===== config.mk =====
export PLATFORM = sky130hd
export DESIGN_NAME = serial_adder
export DESIGN_NICKNAME = d
export VERILOG_FILES = /design/src/rtl/serial_adder.sv
export SDC_FILE = /design/constraint.sdc
export NUM_CORES = 1
export LEC_CHECK = 0
export CAP_MARGIN = 10
export CORE_ASPECT_RATIO = 1.75
export CORE_UTILIZATION = 55
export DETAILED_ROUTE_END_ITERATION = 6
export DONT_BUFFER_PORTS = 1
export GPL_ROUTABILITY_DRIVEN = 0
export PLACE_DENSITY = 0.73
export SYNTH_ARGS = -nofsm -noshare
export SYNTH_HDL_FRONTEND = slang
export SYNTH_SLANG_ARGS = --single-unit

===== constraint.sdc =====
create_clock -name clk -period 2.2 [get_ports clk]
set_input_delay 0.55 -clock clk [delete_from_list [all_inputs] [get_ports clk]]
set_output_delay 0.55 -clock clk [all_outputs]
set_load 0.005 [all_outputs]

===== src/rtl/serial_adder.sv =====
// serial_adder: multi-cycle adder computing som = a + b + rin over N bits,
// K bits per clock, with a start/busy/done handshake and a signed-overflow flag.
// Operands are latched on the accept edge. One K-bit slice is added per RUN
// cycle, from the least significant slice upward, with the carry rippling
// between cycles through a single flop. The result registers are updated only
// on the final RUN edge.
module serial_adder #(
  parameter int N = 8,
  parameter int K = 1
) (
  input  logic         clk,
  input  logic         rst_n,
  input  logic         start,
  input  logic [N-1:0] a,
  input  logic [N-1:0] b,
  input  logic         rin,
  output logic         busy,
  output logic         done,
  output logic [N-1:0] som,
  output logic         rout,
  output logic         ovf
);

  // Number of slices, and the width of the slice counter.
  localparam int S  = N / K;
  localparam int IW = (S > 1) ? $clog2(S) : 1;
  localparam logic [IW-1:0] LAST = IW'(S - 1);

  // A slice width that does not divide the operand width cannot be sequenced.
  generate
    if (N < 1 || K < 1 || (N % K) != 0) begin : g_param_check
      $error("serial_adder: N must be >= 1 and K must divide N");
    end
  endgenerate

  typedef enum logic [1:0] {IDLE, RUN, DONE} state_t;

  state_t          state_reg;
  logic [N-1:0]    a_reg;
  logic [N-1:0]    b_reg;
  logic [N-1:0]    acc_reg;
  logic [N-1:0]    acc_next;
  logic            carry_reg;
  logic [IW-1:0]   i_reg;
  logic            busy_reg;
  logic            done_reg;
  logic [N-1:0]    som_reg;
  logic            rout_reg;
  logic            ovf_reg;

  logic [K-1:0]    a_cur;
  logic [K-1:0]    b_cur;
  logic [K:0]      slice_sum;
  logic            msb_cin;

  // Select the operand slice addressed by the slice counter.
  assign a_cur = K'(a_reg >> (K * i_reg));
  assign b_cur = K'(b_reg >> (K * i_reg));

  // K-bit slice adder. The top bit of the result is the carry out of the slice.
  assign slice_sum = {1'b0, a_cur} + {1'b0, b_cur} + {{K{1'b0}}, carry_reg};

  // Carry into the slice MSB is recovered from its sum bit: s = a ^ b ^ cin.
  // On the final slice this is the carry into bit N-1.
  assign msb_cin = slice_sum[K-1] ^ a_cur[K-1] ^ b_cur[K-1];

  // The accumulator gets the current slice sum in slice i; all other slices
  // keep their value.
  generate
    for (genvar gi = 0; gi < S; gi++) begin : g_acc_slice
      assign acc_next[gi*K +: K] = (i_reg == IW'(gi)) ? slice_sum[K-1:0]
                                                      : acc_reg[gi*K +: K];
    end
  endgenerate

  // Control FSM and datapath registers. All outputs are registered.
  always_ff @(posedge clk or negedge rst_n) begin
    if (!rst_n) begin
      state_reg <= IDLE;
      a_reg     <= '0;
      b_reg     <= '0;
      acc_reg   <= '0;
      carry_reg <= 1'b0;
      i_reg     <= '0;
      busy_reg  <= 1'b0;
      done_reg  <= 1'b0;
      som_reg   <= '0;
      rout_reg  <= 1'b0;
      ovf_reg   <= 1'b0;
    end else begin
      case (state_reg)
        IDLE, DONE: begin
          // done is a single-cycle pulse. DONE accepts a new start directly,
          // which allows back-to-back operations.
          done_reg <= 1'b0;
          if (start) begin
            a_reg     <= a;
            b_reg     <= b;
            carry_reg <= rin;
            i_reg     <= '0;
            busy_reg  <= 1'b1;
            state_reg <= RUN;
          end else begin
            state_reg <= IDLE;
          end
        end
        RUN: begin
          // start is ignored here. Only the latched operands are used.
          acc_reg   <= acc_next;
          carry_reg <= slice_sum[K];
          i_reg     <= i_reg + 1'b1;
          if (i_reg == LAST) begin
            som_reg   <= acc_next;
            rout_reg  <= slice_sum[K];
            ovf_reg   <= msb_cin ^ slice_sum[K];
            busy_reg  <= 1'b0;
            done_reg  <= 1'b1;
            state_reg <= DONE;
          end
        end
        default: begin
          busy_reg  <= 1'b0;
          done_reg  <= 1'b0;
          state_reg <= IDLE;
        end
      endcase
    end
  end

  assign busy = busy_reg;
  assign done = done_reg;
  assign som  = som_reg;
  assign rout = rout_reg;
  assign ovf  = ovf_reg;

endmodule

# Word-level counts from Yosys, hierarchy flattened

Index checks and enable logic that the tools add are counted.

Register bits: 42
Input port bits: 20
Output and inout bits: 12
Word-level logic and storage cells: 58

Add/sub/neg operators: 3
Equality and inequality tests: 11
Shift-type cells: 2
Multiplexer cells: 20
Bitwise operators: 3
Reduce and logical (&&, ||, !) cells: 8

Operators with widths:

| operator                                            | count |
|---|---|
| >> shifter 8 x 3 -> 1 bit                           | 2 |
| two-way mux 1 bit                                   | 14 |
| equality test 3 bit, second input constant          | 4 |
| AND reduction 2 bit                                 | 4 |
| equality test 3 x 2 -> 1 bit, second input constant | 2 |
| one-hot mux 3 bit (2 select lines)                  | 1 |
| inequality test 2 bit, second input constant        | 2 |
| one-hot mux 1 bit (2 select lines)                  | 2 |
| one-hot mux 2 bit (2 select lines)                  | 1 |
| adder 3 x 1 -> 3 bit, second input constant         | 1 |
| equality test 3 x 1 -> 1 bit, second input constant | 1 |
| logical NOT 3 bit                                   | 1 |
| two-way mux 3 bit                                   | 1 |
| bitwise XOR 1 bit                                   | 3 |
| adder 1 x 1 -> 2 bit                                | 1 |
| adder 2 x 1 -> 2 bit                                | 1 |
| equality test 2 x 1 -> 1 bit, second input constant | 1 |
| equality test 2 bit, second input constant          | 1 |
| logical NOT 2 bit                                   | 1 |
| two-way mux 2 bit                                   | 1 |
| nonzero test 2 bit                                  | 1 |
| OR reduction 2 bit                                  | 1 |

# Depth between registers and ports, before layout

Depth in word-level cells: 6
Depth in mapped cells: 8
Mapped depth without buffers: 7

# Worst setup path before layout

No wires, ideal clock.

Path type: register to register
Start point: register i_reg[0]
End point: register som_reg[5], in the netlist som[5]
Setup time: 0.083 ns
Data arrival time: 2.109 ns
Data required time: 2.117 ns
Setup slack: 0.008 ns
Stages on the path, launching flop included: 9
Buffers on the path: 2
Period minus slack after synthesis: 2.192 ns
Cells stage by stage: dfrtp_1 buf_6 mux4_2 mux2i_4 fa_1 clkbuf_1 nor2_1 a21oi_1 o21ai_0

Longest elaborated chain between the ends: 4
Elaborated cells between the ends (all ways): 8
Those cells by class: add/sub (2); eq/ne (2); shift (2); mux (1); reduce/logical (1)

RTL lines:

| what                                         | line   | text |
|---|---|---|
| from (decl)                                  | 44     | `logic [IW-1:0] i_reg;` |
| from (signal assigned)                       | 111    | `i_reg <= i_reg + 1'b1;` |
| >> shifter 8 x 3 -> 1 bit (on tied branches) | 57, 58 |  |
| adder 1 x 1 -> 2 bit                         | 61     | `assign slice_sum = {1'b0, a_cur} + {1'b0, b_cur} + {{K{1'b0}}, carry_reg};` |
| adder 2 x 1 -> 2 bit                         | 61     |  |
| two-way mux 1 bit                            | 71     | `assign acc_next[gi*K +: K] = (i_reg == IW'(gi)) ? slice_sum[K-1:0]` |
| to (signal assigned)                         | 113    | `som_reg <= acc_next;` |
| to (decl)                                    | 47     | `logic [N-1:0] som_reg;` |

Several ways; a longest one is shown, not always the timed one.
A chain may end at the register's enable or synchronous reset.

# Final worst setup path

Start point: register i_reg[0]
End point: register som_reg[2], in the netlist som[2]

Same word-level chain as after synthesis.

==> run_results.csv <==
group,metric,value,unit
detailed_routing,drtPass1Iterations,4,
pwr,totalPowerFinal,4.149,mW
critical_path,crit_type,"flop to flop",
sta,fin_crit,2.137,ns
sta,setup_tns,0,ns
clocking,clk_pin_slew,0.08,ns
cells_and_area,multi_input_area,849.6,µm²
critical_path,crit_fanout,6,
clocking,cts-root-buf,"clkbuf_8",
global_routing,grt_pass1_wl,5754,µm
yosys,synth_warnings,0,
floorplanning,rows,28,
pwr,ir_drop,0.001073,V
clocking,tritoncts.num_buffers,5,
global_routing,grt_pass1_vias,1293,
sta,finalCritPeriodShare,0.9713,
yosys,avgSynthCellArea,11.64,µm²
floorplanning,die_area,3720,µm²
pwr,seqPwrFrac,0.334,
sta,finClkSkew,0.003639,ns
pwr,powerDensity,1923,nW/µm²
cells_and_area,syn2layout_area_growth,13.04,%
cells_and_area,finalNonFillerCells,218,
cells_and_area,fin_nets,200,
critical_path,reg2reg_slack,0.06,ns
critical_path,cp.arrival,2.35,ns
critical_path,start_kind,"flop",
sta,clock.fmax,0.4680,GHz
yosys,netlist_area,1909,µm²
floorplanning,die_w,46.54,µm
clocking,cts.sink_count,41,
cells_and_area,final_common_cell,"dfrtp_1",
global_routing,grt_max_degree,42,
pwr,p_comb_frac,0.537,
yosys,synthCells,164,
pwr,p_clk_frac,0.129,
placement,dp_cells,208,
cells_and_area,filler_cell_count,294,
cells_and_area,drive_gt1_frac,0.3121,
detailed_routing,vias_per_cell,5.606,
detailed_routing,postRouteAntennaNets,0,
yosys,synth_ff_type,"dfrtp_1",
cells_and_area,regArea,1027,µm²
run,cap_violations,0,
clocking,clkLatencyLatePin,0.29,ns
clocking,cts_tree,"built",
cells_and_area,fin_util,0.6417,
floorplanning,start_util,0.5677,
detailed_routing,post_drt_wl_per_cell,15.63,µm
detailed_routing,detail_route.iter0.violations,32,
detailed_routing,vias,1222,
sta,worst_pin_slew,0.5967,ns
critical_path,critPathCaptureType,"flop",
global_routing,grt_usage,0.2246,
pwr,power_switching,1.657,mW
critical_path,rr_worst_depth,6,
cells_and_area,antennaDiodeCount,0,
floorplanning,dieHeight,79.94,µm
global_routing,antenna_found_initial,0,
hold_path,min_path_type,"input port to async pin",
floorplanning,core_area,3363,µm²
detailed_routing,totalWireLength,3407,µm
global_routing,grt_overflow_total,0,
cells_and_area,layout_common_cells,"40 x dfrtp_1, 25 x nand2_1, 17 x mux2_2, 8 x nor2_1, 7 x clkbuf_8",
floorplanning,ios,32,
critical_path,r2r_start,"i_reg[0]$_DFFE_PN0P_",
critical_path,crit_required,2.41,ns
placement,dp_hpwl,2408,µm
sta,relSlewSlack,0.6012,
yosys,ys_ff_latch,41,
sta,hold_viol,0,
yosys,synth_edf_count,0,
clocking,cts_max_level,2,
sta,rsz0062_at_grt,"true",
yosys,async_flop_share,1.000,
critical_path,reg2reg_to,"som[2]$_DFFE_PN0P_",
sta,drv_slew,0,
critical_path,critPathLaunch,"i_reg[0]$_DFFE_PN0P_",
pwr,p_int,2.492,mW
yosys,synthDistinctLibCells,28,
pwr,sw_frac_of_total,0.3993,
sta,holdWs,0.09424,ns
outcome,status,"finished, final reports clean",
pwr,leakagePower,0.9645,nW
yosys,seq_area_frac_synth,0.5374,
yosys,synth_nets,192,
placement,io_buffers,0,
detailed_routing,drc,0,
clocking,cts_buffer_depth,2,
sta,setup_viol,0,
## worst max path at each step
| stage | end | cells past startpoint |
|---|---|---|
| after floorplan | som[5]$_DFFE_PN0P_ | 8 |
| after global placement | som[3]$_DFFE_PN0P_ | 6 |
| after detailed placement | som[2]$_DFFE_PN0P_ | 6 |
| after CTS | ovf$_DFFE_PN0P_ | 8 |
| after global routing | som[3]$_DFFE_PN0P_ | 6 |
| final | som[2]$_DFFE_PN0P_ | 6 |
## worst max-delay path, cell delays in order (launching register included)
cell	delay [ns]
dfrtp_2	0.44
mux4_2	0.56
mux2i_4	0.19
fa_2	0.55
inv_4	0.11
a31oi_2	0.08
o21ai_1	0.12
## cell type report
cell class | instances | share of cell area
Clock inverter | 1 | 0.002319
Clock buffer | 7 | 0.04464
Sequential cell | 41 | 0.4759
Tap cell | 45 | 0.02609
Timing Repair Buffer | 9 | 0.04058
Inverter | 9 | 0.01681
Multi-Input combinational cell | 106 | 0.3936
## kinds of logic (layout without fill, tap and decap cells)
group | Yosys count | count (layout) | share of synthesized area
buf+inv | 17 | 26 | 0.03931
mux | 26 | 26 | 0.1841
flops | 41 | 41 | 0.5374
simple gates | 41 | 41 | 0.08650
xor+xnor | 2 | 2 | 0.009176
compound gates | 29 | 29 | 0.08716
fa+ha+maj | 8 | 8 | 0.05635
## power by group through the flow
stage          clock [mW]  sequential [mW]  combinational [mW]
2_1_floorplan           0             1.30                1.43
3_3_place_gp            0             1.38                1.75
3_5_place_dp            0             1.40                1.82
4_1_cts             0.548             1.39                1.92
5_1_grt             0.579             1.45                2.46
6_report            0.535             1.39                2.23
## synthesized netlist by cell type (2+ instances only)
master	n	area share
dfrtp_1	41	0.54
nand2_1	25	0.049
mux2_2	17	0.10
o21ai_0	16	0.042
nor2_1	10	0.020
inv_1	8	0.016
ha_1	7	0.046
a21oi_1	5	0.013
clkbuf_1	4	0.0079
mux2i_1	4	0.021
a31oi_1	3	0.0098
buf_2	3	0.0079
nand3_1	3	0.0079
mux4_1	2	0.028
mux4_2	2	0.024
nor2b_1	2	0.0066
## routing by layer
layer | up-vias | global-route usage | share of wire
met3 | 13 | 0.06109 | 0.035
met4 | 0 | 0.1706 | 0.045
li1 | 573 | - | -
met2 | 34 | 0.3486 | 0.56
met5 | - | 0 | 0
met1 | 602 | 0.2458 | 0.36
## metrics by stage
step | setup WS (ns) | area (µm²)
6_report | 0.06303 | 2158
2_1_floorplan | 0.007776 | 1909
3_5_place_dp | -0.1233 | 1977
5_1_grt | -0.03208 | 2158
3_3_place_gp | 0.03194 | 1977
4_1_cts | 0.02299 | 2098
## repair_timing
action | in CTS | in global routing
gates resized for setup | 7 | 22
cloned | 0 | 0
pin swaps | 1 | 5
hold buffers | 1 | 0
setup endpoints to repair | 15 | 14
buffers inserted | 0 | 1
hold endpoints to repair | 41 | 0
(Power assumes the default switching activity.)
